## src/rtl/edge_det_pkg.sv

```systemverilog
// Shared types and helpers for the rising-edge detector.
package edge_det_pkg;

  // Per-channel FSM state. Encoding value 3 is unused and recovers to ZERO.
  typedef enum logic [1:0] {
    ZERO = 2'd0,  // input seen low
    EDGE = 2'd1,  // rising edge just seen, tick asserted
    ONE  = 2'd2   // input held high
  } edge_state_t;

  localparam int SYNC_STAGES_MAX = 4;

  // Legal synchronizer depths: 0 (input already synchronous) or 2..SYNC_STAGES_MAX.
  function automatic logic sync_stages_legal(input int n);
    return (n == 0) || ((n >= 2) && (n <= SYNC_STAGES_MAX));
  endfunction

  // The only state that drives the output pulse.
  function automatic logic is_tick_state(input edge_state_t s);
    return (s == EDGE);
  endfunction

endpackage

```

## src/rtl/positive_edge_fsm.sv

```systemverilog
// One channel of the rising-edge detector: 3-state Moore FSM with a
// registered tick. The tick flop is loaded from the next state, so it is
// high exactly while the state register holds EDGE and has no combinational
// path from lv.
module positive_edge_fsm
  import edge_det_pkg::*;
(
  input  logic       clk,
  input  logic       rst,
  input  logic       lv,
  output logic       tick,
  output logic [1:0] state_dbg
);

  edge_state_t state_q, state_d;
  logic        tick_q, tick_d;

  // Next-state decode; unused encoding falls back to ZERO.
  always_comb begin
    state_d = ZERO;
    case (state_q)
      ZERO:    state_d = lv ? EDGE : ZERO;
      EDGE:    state_d = lv ? ONE  : ZERO;
      ONE:     state_d = lv ? ONE  : ZERO;
      default: state_d = ZERO;
    endcase
    tick_d = is_tick_state(state_d);
  end

  // State and tick registers; reset clears both immediately.
  always_ff @(posedge clk or posedge rst) begin
    if (rst) begin
      state_q <= ZERO;
      tick_q  <= 1'b0;
    end else begin
      state_q <= state_d;
      tick_q  <= tick_d;
    end
  end

  assign tick      = tick_q;
  assign state_dbg = state_q;

endmodule

```

## src/rtl/positive_edge_detector.sv

```systemverilog
// Multi-channel rising-edge detector: optional per-bit input synchronizer
// followed by one independent edge FSM per channel. state_dbg exposes each
// channel's FSM state (2 bits per channel, channel i at [2*i+1:2*i]).
module positive_edge_detector
  import edge_det_pkg::*;
#(
  parameter int WIDTH       = 1,
  parameter int SYNC_STAGES = 0
) (
  input  logic                 clk,
  input  logic                 rst,
  input  logic [WIDTH-1:0]     level,
  output logic [WIDTH-1:0]     tick,
  output logic [2*WIDTH-1:0]   state_dbg
);

  // Reject illegal synchronizer depths at elaboration.
  if (!sync_stages_legal(SYNC_STAGES)) begin : g_bad_sync
    $error("positive_edge_detector: SYNC_STAGES must be 0 or 2..4");
  end

  if (WIDTH < 1) begin : g_bad_width
    $error("positive_edge_detector: WIDTH must be at least 1");
  end

  for (genvar i = 0; i < WIDTH; i++) begin : g_chan
    logic lv;

    if (SYNC_STAGES >= 2) begin : g_sync
      logic [SYNC_STAGES-1:0] sync_q;

      // Synchronizer shift chain; cleared by reset so no stale level survives.
      always_ff @(posedge clk or posedge rst) begin
        if (rst) begin
          sync_q <= '0;
        end else begin
          sync_q <= {sync_q[SYNC_STAGES-2:0], level[i]};
        end
      end

      assign lv = sync_q[SYNC_STAGES-1];
    end else begin : g_nosync
      assign lv = level[i];
    end

    positive_edge_fsm u_fsm (
      .clk       (clk),
      .rst       (rst),
      .lv        (lv),
      .tick      (tick[i]),
      .state_dbg (state_dbg[2*i +: 2])
    );
  end

endmodule

```

## config.mk

```make
export PLATFORM = sky130hd
export DESIGN_NAME = positive_edge_detector
export DESIGN_NICKNAME = d
export VERILOG_FILES = /design/src/rtl/edge_det_pkg.sv /design/src/rtl/positive_edge_fsm.sv /design/src/rtl/positive_edge_detector.sv
export SDC_FILE = /design/constraint.sdc
export NUM_CORES = 1
export LEC_CHECK = 0
export BUFFER_PORTS_ARGS = -buffer_cell sky130_fd_sc_hd__buf_2
export CORE_AREA = 3 3 40 42
export CTS_CLUSTER_SIZE = 30
export DETAILED_ROUTE_END_ITERATION = 8
export DIE_AREA = 0 0 43 45
export HOLD_SLACK_MARGIN = 0.05
export PLACE_DENSITY = 0.31
export SYNTH_ARGS = -nofsm -noshare
export SYNTH_HDL_FRONTEND = slang
export SYNTH_SLANG_ARGS = --single-unit
```

## constraint.sdc

```tcl
create_clock -name clk -period 3.6 [get_ports clk]
set_clock_uncertainty 0.2 [all_clocks]
set_input_delay 0 -clock clk [delete_from_list [all_inputs] [get_ports clk]]
set_output_delay 0 -clock clk [all_outputs]
set_load 0.05 [all_outputs]
```

==> reports/results.tsv, run 1 <==
stage	metric	value	unit
run_status	status	completed	
global_routing	grt_overflow	0	
detailed_routing	via_count	123	
power_and_ir_drop	power_density	680	nW/um2
global_routing	grt_start_max_net_pins	4	
synth	yosys_warnings	0	
layout	synthToLayoutAreaGrowth	70.8	%
power_and_ir_drop	ir_drop	0.133	mV
layout	final_cell_mix	buf_2, inv_1, clkbuf_4, dfrtp_1, dlygate4sd3_1	
power_and_ir_drop	p_sw	62.5	uW
setup_path	path_max_fanout	3	
timing	fin_tns_setup	0	ps
layout	final_cell_area	241	um2
die	start_util	11.0	%
clock_network	cts.path.max_buffers	2	
detailed_routing	routedWlPerCell	7.74	um
place	io_buffer_count	5	
die	core-area	1280	um2
setup_path	start_kind	flip-flop	
die	die_y	45	um
layout	layout-drive-gt1-share	41.7	%
synth	synth.net_count	17	
clock_network	clkTransAtPathRegs	40	ps
global_routing	grt_pass1_wl	600	um
layout	mostFrequentLayoutCell	buf_2	
place	placed_cells	32	
clock_network	cts_sinks	3	
power_and_ir_drop	clockPowerShare	35.9	%
timing	finalCritPeriodShare	34.0	%
clock_network	cts_tree	done	
detailed_routing	drt_iter0_drc	1	
power_and_ir_drop	intPower	102	uW
detailed_routing	ant_nets	0	
synth	synthTopCellsByArea	dfrtp_1, ha_1, inv_1, a21boi_2, and2_4	
setup_path	worstPathArrival	1140	ps
timing	slew_headroom	83.3	%
synth	avgSynthCellArea	11.8	um2
global_routing	grt_pass1_vias	143	
synth	synth_cell_types	6	
setup_path	required	3520	ps
timing	worst_pin_slew	252	ps
detailed_routing	drc	0	
setup_path	crit_type	reg -> reg	
setup_path	endpoint_kind	flip-flop	
timing	min_period	1220	ps
die	fp-row-count	13	
detailed_routing	totalWireLength	302	um
clock_network	cts_setup_buffers	0	
layout	diodes	0	
clock_network	cts-buffers-inserted	3	
clock_network	clockRootBuffer	clkbuf_4	
global_routing	antenna_found_initial	0	
clock_network	cts_max_level	1	
timing	rsz0062_at_grt	false	
synth	synth_largest_area_cell	dfrtp_1	
synth	yosysSeqAreaShare	53.1	%
power_and_ir_drop	p_leak	0.130	nW
place	placed_cell_area	185	um2
detailed_routing	drtPass1Iterations	2	
clock_network	clk_latency	230	ps
timing	max_freq	817	MHz
die	fp.dieW	43	um
layout	layout.cells.non_filler	39	
power_and_ir_drop	swShare	38.1	%
die	die_area	1940	um2
timing	setup_viol	0	
flow_run	drv_cap	0	
synth	synth_top_area_share	53.1	%
timing	hold_viol	0	
power_and_ir_drop	seqPwrFrac	28.0	%
min_path	hold_class	in -> reg	
synth	ys_ff_latch	3	
synth	syn_inst	12	
timing	finalMaxSlewViolations	0	
layout	final_nets	30	
power_and_ir_drop	comb_power_share	36.2	%
place	gp_congestion	0.634	
global_routing	grt.total_usage	5.17	%
synth	synth_area	141	um2
detailed_routing	via_per_inst	3.15	
die	io-pin-count	6	
==> routing by layer <==
metal  share of wire [%]  vias to the layer above  GRT usage (%)
met5                   0                        -              0
met4                 5.0                        0           9.04
met3                 4.6                        2           3.59
met2                  59                        4           6.89
met1                  31                       59           3.62
li1                    -                       58              -
==> worst paths after layout <==
check	startpoint	end	slack, ps	cells past startpoint
worst max-delay path	g_chan[0].u_fsm.state_dbg[0]	g_chan[0].u_fsm.tick	2380	4
worst min-delay path	level	g_chan[0].u_fsm.state_dbg[0]	350	3
worst max register to register	g_chan[0].u_fsm.state_dbg[0]	g_chan[0].u_fsm.tick	2380	4
worst min register to register	g_chan[0].u_fsm.state_dbg[1]	g_chan[0].u_fsm.tick	480	3
max in group asynchronous	rst	g_chan[0].u_fsm.tick	2540	4
min in group asynchronous	rst	g_chan[0].u_fsm.state_dbg[0]	540	4
==> worst max-delay path: stages (launching register included) <==
cell	delay, ps
dfrtp_1	360
inv_1	50
ha_1	190
and2_4	150
a21boi_2	140
==> timing repair <==
action                    CTS  global route
gates resized for setup     0             0
hold buffers                3             0
hold endpoints to repair    6             0
==> stage by stage <==
step / power [mW] / util [%] / setup WS, ps / hold WS (ps)
after CTS: 0.170 / 18.8 / 2360 / 356
after global placement: 0.104 / 14.4 / 2400 / -335
final: 0.164 / 18.8 / 2380 / 355
after global routing: 0.180 / 18.8 / 2300 / 350
after detailed placement: 0.104 / 14.4 / 2390 / -336
after floorplan: 0.0907 / - / 2090 / -446
==> cell families (layout without fill, tap and decap cells) <==
group                      after synthesis  count (layout)  share of synthesized area (%)
buffers and inverters                    4              16                           10.6
DFF                                      3               3                           53.1
adders and majority gates                2               2                           17.7
and+or+nand+nor                          2               2                           10.6
AOI/OAI and AO/OA                        1               1                           7.96
==> Yosys cell counts <==
cell and n:
inv_1 4, dfrtp_1 3, ha_1 2, a21boi_2 1
and2_4 1, and3_1 1
==> power groups by stage <==
stage               registers (mW)  logic [mW]  clock network (mW)
finish                      0.0459      0.0595              0.0589
global route                0.0476      0.0646              0.0681
CTS                         0.0462      0.0610              0.0625
detailed placement          0.0466      0.0575                   0
global placement            0.0458      0.0585                   0
floorplan                   0.0737      0.0170                   0
==> area by class of cell <==
cell class,count,area (um2)
clock buffer,4,26.3
fill,143,1040
inverter,4,15.0
multi-input combinational,5,51.3
sequential,3,75.1
tap,15,18.8
timing repair buffer,8,55.1
==> state kept, by name (all words and copies together), names as in the netlist <==
register / cells
g_chan.u_fsm.state_dbg: 2
g_chan.u_fsm.tick: 1
Note: power is estimated with default switching activity, not from simulation.
==> run 2: changes to the inputs <==
- clock period: 3.6 -> 1.1 ns (I/O delays scaled with it)
==> run 2 against run 1 <==
  * The flow now finishes with violations (setup timing)
  * Sequential cell count stayed put
  * Setup slack worse by 2400 ps
  * Fmax is 7.0% higher
  * Register-to-register slack worse by 2400 ps
  * Largest cell class unchanged
  * Wire length is 7.6% higher
==> reports/results.tsv, run 2 (synthesized netlist as in run 1, its figures left out) <==
stage	metric	value	unit
run_status	status	finished, violations left	
run_status	violations	setup timing	
min_path	min_to	g_chan[0].u_fsm.state_dbg[0]	
place	gp_congestion	0.571	
flow_run	drv_cap	0	
global_routing	grt.total_usage	4.50	%
min_path	hold_depth	3	
timing	slew_headroom	83.3	%
global_routing	grt_start_max_net_pins	4	
setup_path	reg2reg_to	g_chan[0].u_fsm.tick	
clock_network	cts_sinks	3	
detailed_routing	drt_iter0_drc	0	
global_routing	grt_pass1_vias	144	
layout	final_cell_mix	buf_2, inv_2, clkbuf_4, dlygate4sd3_1, dfrtp_2	
die	core-area	1280	um2
detailed_routing	via_per_inst	3.05	
timing	fin_ws	-43.5	ps
power_and_ir_drop	seqPwrFrac	27.2	%
setup_path	rrSetupSlack	-40	ps
timing	finalCritPeriodShare	104	%
die	io-pin-count	6	
setup_path	reg2reg_from	g_chan[0].u_fsm.state_dbg[0]	
power_and_ir_drop	ir_drop	0.440	mV
global_routing	grt_pass1_wl	565	um
layout	diodes	0	
timing	min_period	1140	ps
timing	worst_pin_slew	252	ps
layout	fill_cells	151	
global_routing	antenna_found_initial	0	
clock_network	clkTransAtPathRegs	40	ps
timing	hold_viol	0	
min_path	hold_class	in -> reg	
setup_path	required	1020	ps
timing	max_freq	874	MHz
clock_network	cts-buffers-inserted	3	
layout	layout-drive-gt1-share	75.0	%
place	io_buffer_count	5	
layout	mostFrequentLayoutCell	buf_2	
die	start_util	11.0	%
detailed_routing	drtPass1Iterations	1	
power_and_ir_drop	clockPowerShare	33.0	%
layout	final_nets	30	
power_and_ir_drop	intPower	359	uW
clock_network	cts_tree	done	
place	placed_cells	32	
setup_path	worstPathArrival	1060	ps
setup_path	start_kind	flip-flop	
setup_path	path_max_fanout	3	
die	fp-row-count	13	
clock_network	clk_latency	230	ps
clock_network	cts_setup_buffers	0	
die	die_area	1940	um2
detailed_routing	totalWireLength	325	um
die	fp.dieW	43	um
layout	layout.cells.non_filler	39	
power_and_ir_drop	swShare	37.8	%
power_and_ir_drop	comb_power_share	39.8	%
setup_path	crit_type	reg -> reg	
layout	synthToLayoutAreaGrowth	85.0	%
setup_path	endpoint_kind	flip-flop	
timing	hold_ws	365	ps
detailed_routing	routedWlPerCell	8.33	um
power_and_ir_drop	p_leak	0.125	nW
clock_network	clockRootBuffer	clkbuf_4	
setup_path	reg2reg_depth	4	
clock_network	cts.path.max_buffers	2	
detailed_routing	via_count	119	
detailed_routing	ant_nets	0	
place	post-dp-hpwl	238	um
clock_network	cts_max_level	1	
timing	finalMaxSlewViolations	0	
detailed_routing	drc	0	
timing	rsz0062_at_grt	true	
die	die_y	45	um
power_and_ir_drop	power_density	2210	nW/um2
layout	largest_register_ffs	2	
min_path	hold_start	level	
global_routing	grt_overflow	0	
power_and_ir_drop	p_sw	218	uW
timing	setup_viol	2	
==> run 2: cell counts in the layout (fill, tap and decap cells not counted) <==
No cell type changed its count.
==> run 2: metrics by stage <==
stage	setup slack (ps)	total power, mW	setup TNS, ps	area, um2	utilization [%]
after floorplan	-209	0.306	-481	146	-
after global placement	-84.0	0.352	-150	190	14.8
after detailed placement	-99.9	0.353	-162	190	14.8
after CTS	-47.3	0.594	-89.1	251	19.6
after global routing	-64.8	0.624	-117	262	20.4
final	-43.5	0.578	-77.2	262	20.4
==> run 2: power groups by stage <==
stage / registers, mW / logic, mW / clock network [mW]
3_5_place_dp: 0.158 / 0.195 / 0
3_3_place_gp: 0.155 / 0.197 / 0
5_1_grt: 0.160 / 0.250 / 0.214
4_1_cts: 0.159 / 0.231 / 0.204
2_1_floorplan: 0.247 / 0.0587 / 0
6_report: 0.157 / 0.230 / 0.191
==> run 2: worst max path at each step <==
| stage | start | to | slack (ps) | cells past startpoint |
|---|---|---|---|---|
| 2_1_floorplan | g_chan[0].u_fsm.state_dbg[1] | g_chan[0].u_fsm.tick | -210 | 4 |
| 3_3_place_gp | g_chan[0].u_fsm.state_dbg[0] | g_chan[0].u_fsm.state_dbg[1] | -80 | 3 |
| 3_5_place_dp | g_chan[0].u_fsm.state_dbg[1] | g_chan[0].u_fsm.state_dbg[1] | -100 | 3 |
| 4_1_cts | g_chan[0].u_fsm.state_dbg[1] | g_chan[0].u_fsm.tick | -50 | 4 |
| 5_1_grt | g_chan[0].u_fsm.state_dbg[1] | g_chan[0].u_fsm.tick | -60 | 4 |
| 6_report | g_chan[0].u_fsm.state_dbg[0] | g_chan[0].u_fsm.tick | -40 | 4 |
==> run 2: area by class of cell <==
cell class,count,area (um2),share of cell area (%)
multi-input combinational,5,68.8,26.3
inverter,4,15.0,5.74
sequential,3,77.6,29.7
tap,15,18.8,7.18
clock buffer,4,26.3,10.0
timing repair buffer,8,55.1,21.1
==> run 2: timing repair <==
action | 4_1_cts | 5_1_grt
resized for setup | 2 | 2
hold buffers | 2 | 1
pin swaps | 0 | 0
endpoints found under the hold margin | 6 | 3
endpoints found under the setup margin | 2 | 6
==> run 2: critical path: stages, from the launching register on <==
cell      delay [ps]
dfrtp_2          370
inv_2             50
ha_4             140
and2_4           130
a21boi_2         140
==> run 2: metal layers <==
metal	wire (um)	part of all wire, %	GRT usage, %
met5	0	0	0
met4	0	0	3.61
met3	17	5.2	4.38
met2	193	59	7.19
met1	114	35	3.15
==> run 3: changes to the inputs <==
--- a/config.mk
+++ b/config.mk
@@ -8,2 +8,4 @@
 export BUFFER_PORTS_ARGS = -buffer_cell sky130_fd_sc_hd__buf_2
+export CELL_PAD_IN_SITES_DETAIL_PLACEMENT = 0
+export CELL_PAD_IN_SITES_GLOBAL_PLACEMENT = 1
 export CORE_AREA = 3 3 40 42
@@ -13,3 +15,4 @@
 export HOLD_SLACK_MARGIN = 0.05
-export PLACE_DENSITY = 0.31
+export PLACE_DENSITY = 0.36
+export SLEW_MARGIN = 20
 export SYNTH_ARGS = -nofsm -noshare
==> constraint.sdc (replaced) <==
create_clock -name clk -period 1.1 [get_ports clk]
set_clock_uncertainty 0.2 [all_clocks]
set_input_delay 0.22 -clock clk [delete_from_list [all_inputs] [get_ports clk]]
set_output_delay 0.22 -clock clk [all_outputs]
set_load 0.05 [all_outputs]
==> run 3 against run 2 <==
  * The run still ends with setup timing left
  * Total power up 5.8%
  * Non-clock buffer count down 2
  * Count of clock-buffer cells in the layout unchanged
  * First-iteration DRC count unchanged
  * Largest cell class unchanged
  * Highest routed layer is now met4
==> reports/results.tsv, run 3 (synthesized netlist as in run 1, its figures left out) <==
stage	metric	value	unit
run_status	status	finished, violations left	
timing	finalMaxSlewViolations	0	
setup_path	critPathBufInv	1	
detailed_routing	ant_nets	0	
die	core-area	1280	um2
detailed_routing	via_per_inst	3.27	
detailed_routing	via_count	121	
timing	hold_viol	0	
place	post-dp-hpwl	205	um
clock_network	clkTransAtPathRegs	40	ps
global_routing	grt_start_max_net_pins	4	
setup_path	required	680	ps
detailed_routing	drtPass1Iterations	1	
clock_network	clockRootBuffer	clkbuf_4	
timing	rsz0062_at_grt	true	
setup_path	reg2reg_depth	4	
clock_network	cts_sinks	3	
min_path	min_to	g_chan[0].u_fsm.state_dbg[0]	
layout	layout.cells.non_filler	37	
clock_network	cts_max_level	1	
timing	worst_pin_slew	106	ps
detailed_routing	drc	0	
die	start_util	11.0	%
place	gp_congestion	0.602	
die	io-pin-count	6	
setup_path	reg2reg_to	g_chan[0].u_fsm.tick	
setup_path	path_max_fanout	3	
die	fp-row-count	13	
layout	multi_input_area	68.8	um2
place	placed_cells	32	
global_routing	antenna_found_initial	0	
global_routing	grt_overflow	0	
global_routing	grt_pass1_wl	517	um
power_and_ir_drop	p_leak	0.122	nW
timing	finalCritPeriodShare	112	%
min_path	hold_class	in -> reg	
clock_network	cts_hold_buf	1	
clock_network	cts_tree	done	
setup_path	path_delay_family	flip-flops	
detailed_routing	totalWireLength	281	um
setup_path	start_kind	flip-flop	
layout	final_cell_mix	inv_2, clkbuf_4, buf_6, dfrtp_2, buf_2	
timing	slew_headroom	93.0	%
setup_path	crit_path_max_incr_delay	420	ps
setup_path	endpoint_kind	output pin	
detailed_routing	drt_iter0_drc	0	
die	die_area	1940	um2
die	die_y	45	um
timing	max_freq	812	MHz
min_path	hold_depth	2	
layout	fill_cells	142	
timing	min_period	1230	ps
layout	layout-drive-gt1-share	77.3	%
run_status	violations	setup timing	
setup_path	path_cells	buf_6	
setup_path	crit_type	reg -> out	
power_and_ir_drop	p_total	611	uW
layout	seq_area	77.6	um2
timing	setup_viol	5	
detailed_routing	routedWlPerCell	7.59	um
place	io_buffer_count	5	
timing	fin_ws	-131	ps
layout	largest_register_ffs	2	
layout	synthToLayoutAreaGrowth	84.1	%
clock_network	clk_latency	230	ps
power_and_ir_drop	ir_drop	0.475	mV
layout	diodes	0	
layout	final_nets	28	
flow_run	drv_cap	0	
power_and_ir_drop	power_density	2350	nW/um2
setup_path	reg2reg_from	g_chan[0].u_fsm.state_dbg[1]	
setup_path	rrSetupSlack	-60	ps
global_routing	grt_pass1_vias	143	
min_path	hold_start	level	
clock_network	cts.path.max_buffers	2	
clock_network	cts-buffers-inserted	3	
global_routing	grt.total_usage	4.42	%
die	fp.dieW	43	um
setup_path	worstPathArrival	810	ps
setup_path	slowest_stage	dfrtp_2	
[run 3: changes by cell type in the layout (fill, tap and decap cells not counted)]
cell           delta
inv_2             -1
buf_2             -3
inv_1             +1
dlygate4sd3_1     -2
buf_6             +3
[run 3: how the worst max path moves through the flow]
stage | start | endpoint | slack, ps | cells past startpoint
6_report | g_chan[0].u_fsm.state_dbg[1] | state_dbg[1] | -130 | 1
2_1_floorplan | g_chan[0].u_fsm.state_dbg[1] | g_chan[0].u_fsm.tick | -210 | 4
3_5_place_dp | g_chan[0].u_fsm.state_dbg[0] | g_chan[0].u_fsm.state_dbg[1] | -80 | 3
3_3_place_gp | g_chan[0].u_fsm.state_dbg[0] | g_chan[0].u_fsm.state_dbg[1] | -80 | 3
5_1_grt | g_chan[0].u_fsm.state_dbg[0] | state_dbg[0] | -160 | 1
4_1_cts | g_chan[0].u_fsm.state_dbg[1] | state_dbg[1] | -140 | 1
[run 3: power by group]
part	internal (mW)	leakage, nW	total (mW)	switching, mW
Clock	0.136	0.0150	0.195	0.0587
Sequential	0.139	0.0364	0.161	0.0219
Combinational	0.112	0.0704	0.255	0.144
[run 3: layer usage]
layer / part of all wire [%] / global-route usage (%) / up-vias
li1: - / - / 54
met1: 29 / 2.90 / 59
met2: 56 / 5.99 / 6
met3: 10 / 3.59 / 2
met4: 4.3 / 7.23 / 0
met5: 0 / 0 / -
[run 3: repair_timing]
action,4_1_cts,5_1_grt
pin swaps,1,1
setup endpoints to repair,5,5
resized for setup,8,1
setup buffers,0,0
endpoints found under the hold margin,4,1
cloned,0,0
[run 3: stage by stage]
stage          setup TNS (ps)  utilization, %  setup WS [ps]  cell area (um2)  hold WS (ps)
2_1_floorplan            -481               -           -209              146          -226
5_1_grt                  -579            20.3           -161              260          47.5
3_3_place_gp             -136            14.8          -82.5              190          -113
3_5_place_dp             -125            14.8          -81.6              190          -115
6_report                 -422            20.3           -131              260          49.1
4_1_cts                  -470            20.3           -140              260          41.2
[run 3: cell type report]
class / count / share of cell area, %
flip-flops and latches: 3 / 29.8
multi-input cells: 5 / 26.4
repair buffers: 6 / 20.7
clock buffers: 4 / 10.1
well taps: 15 / 7.21
inverters: 4 / 5.77
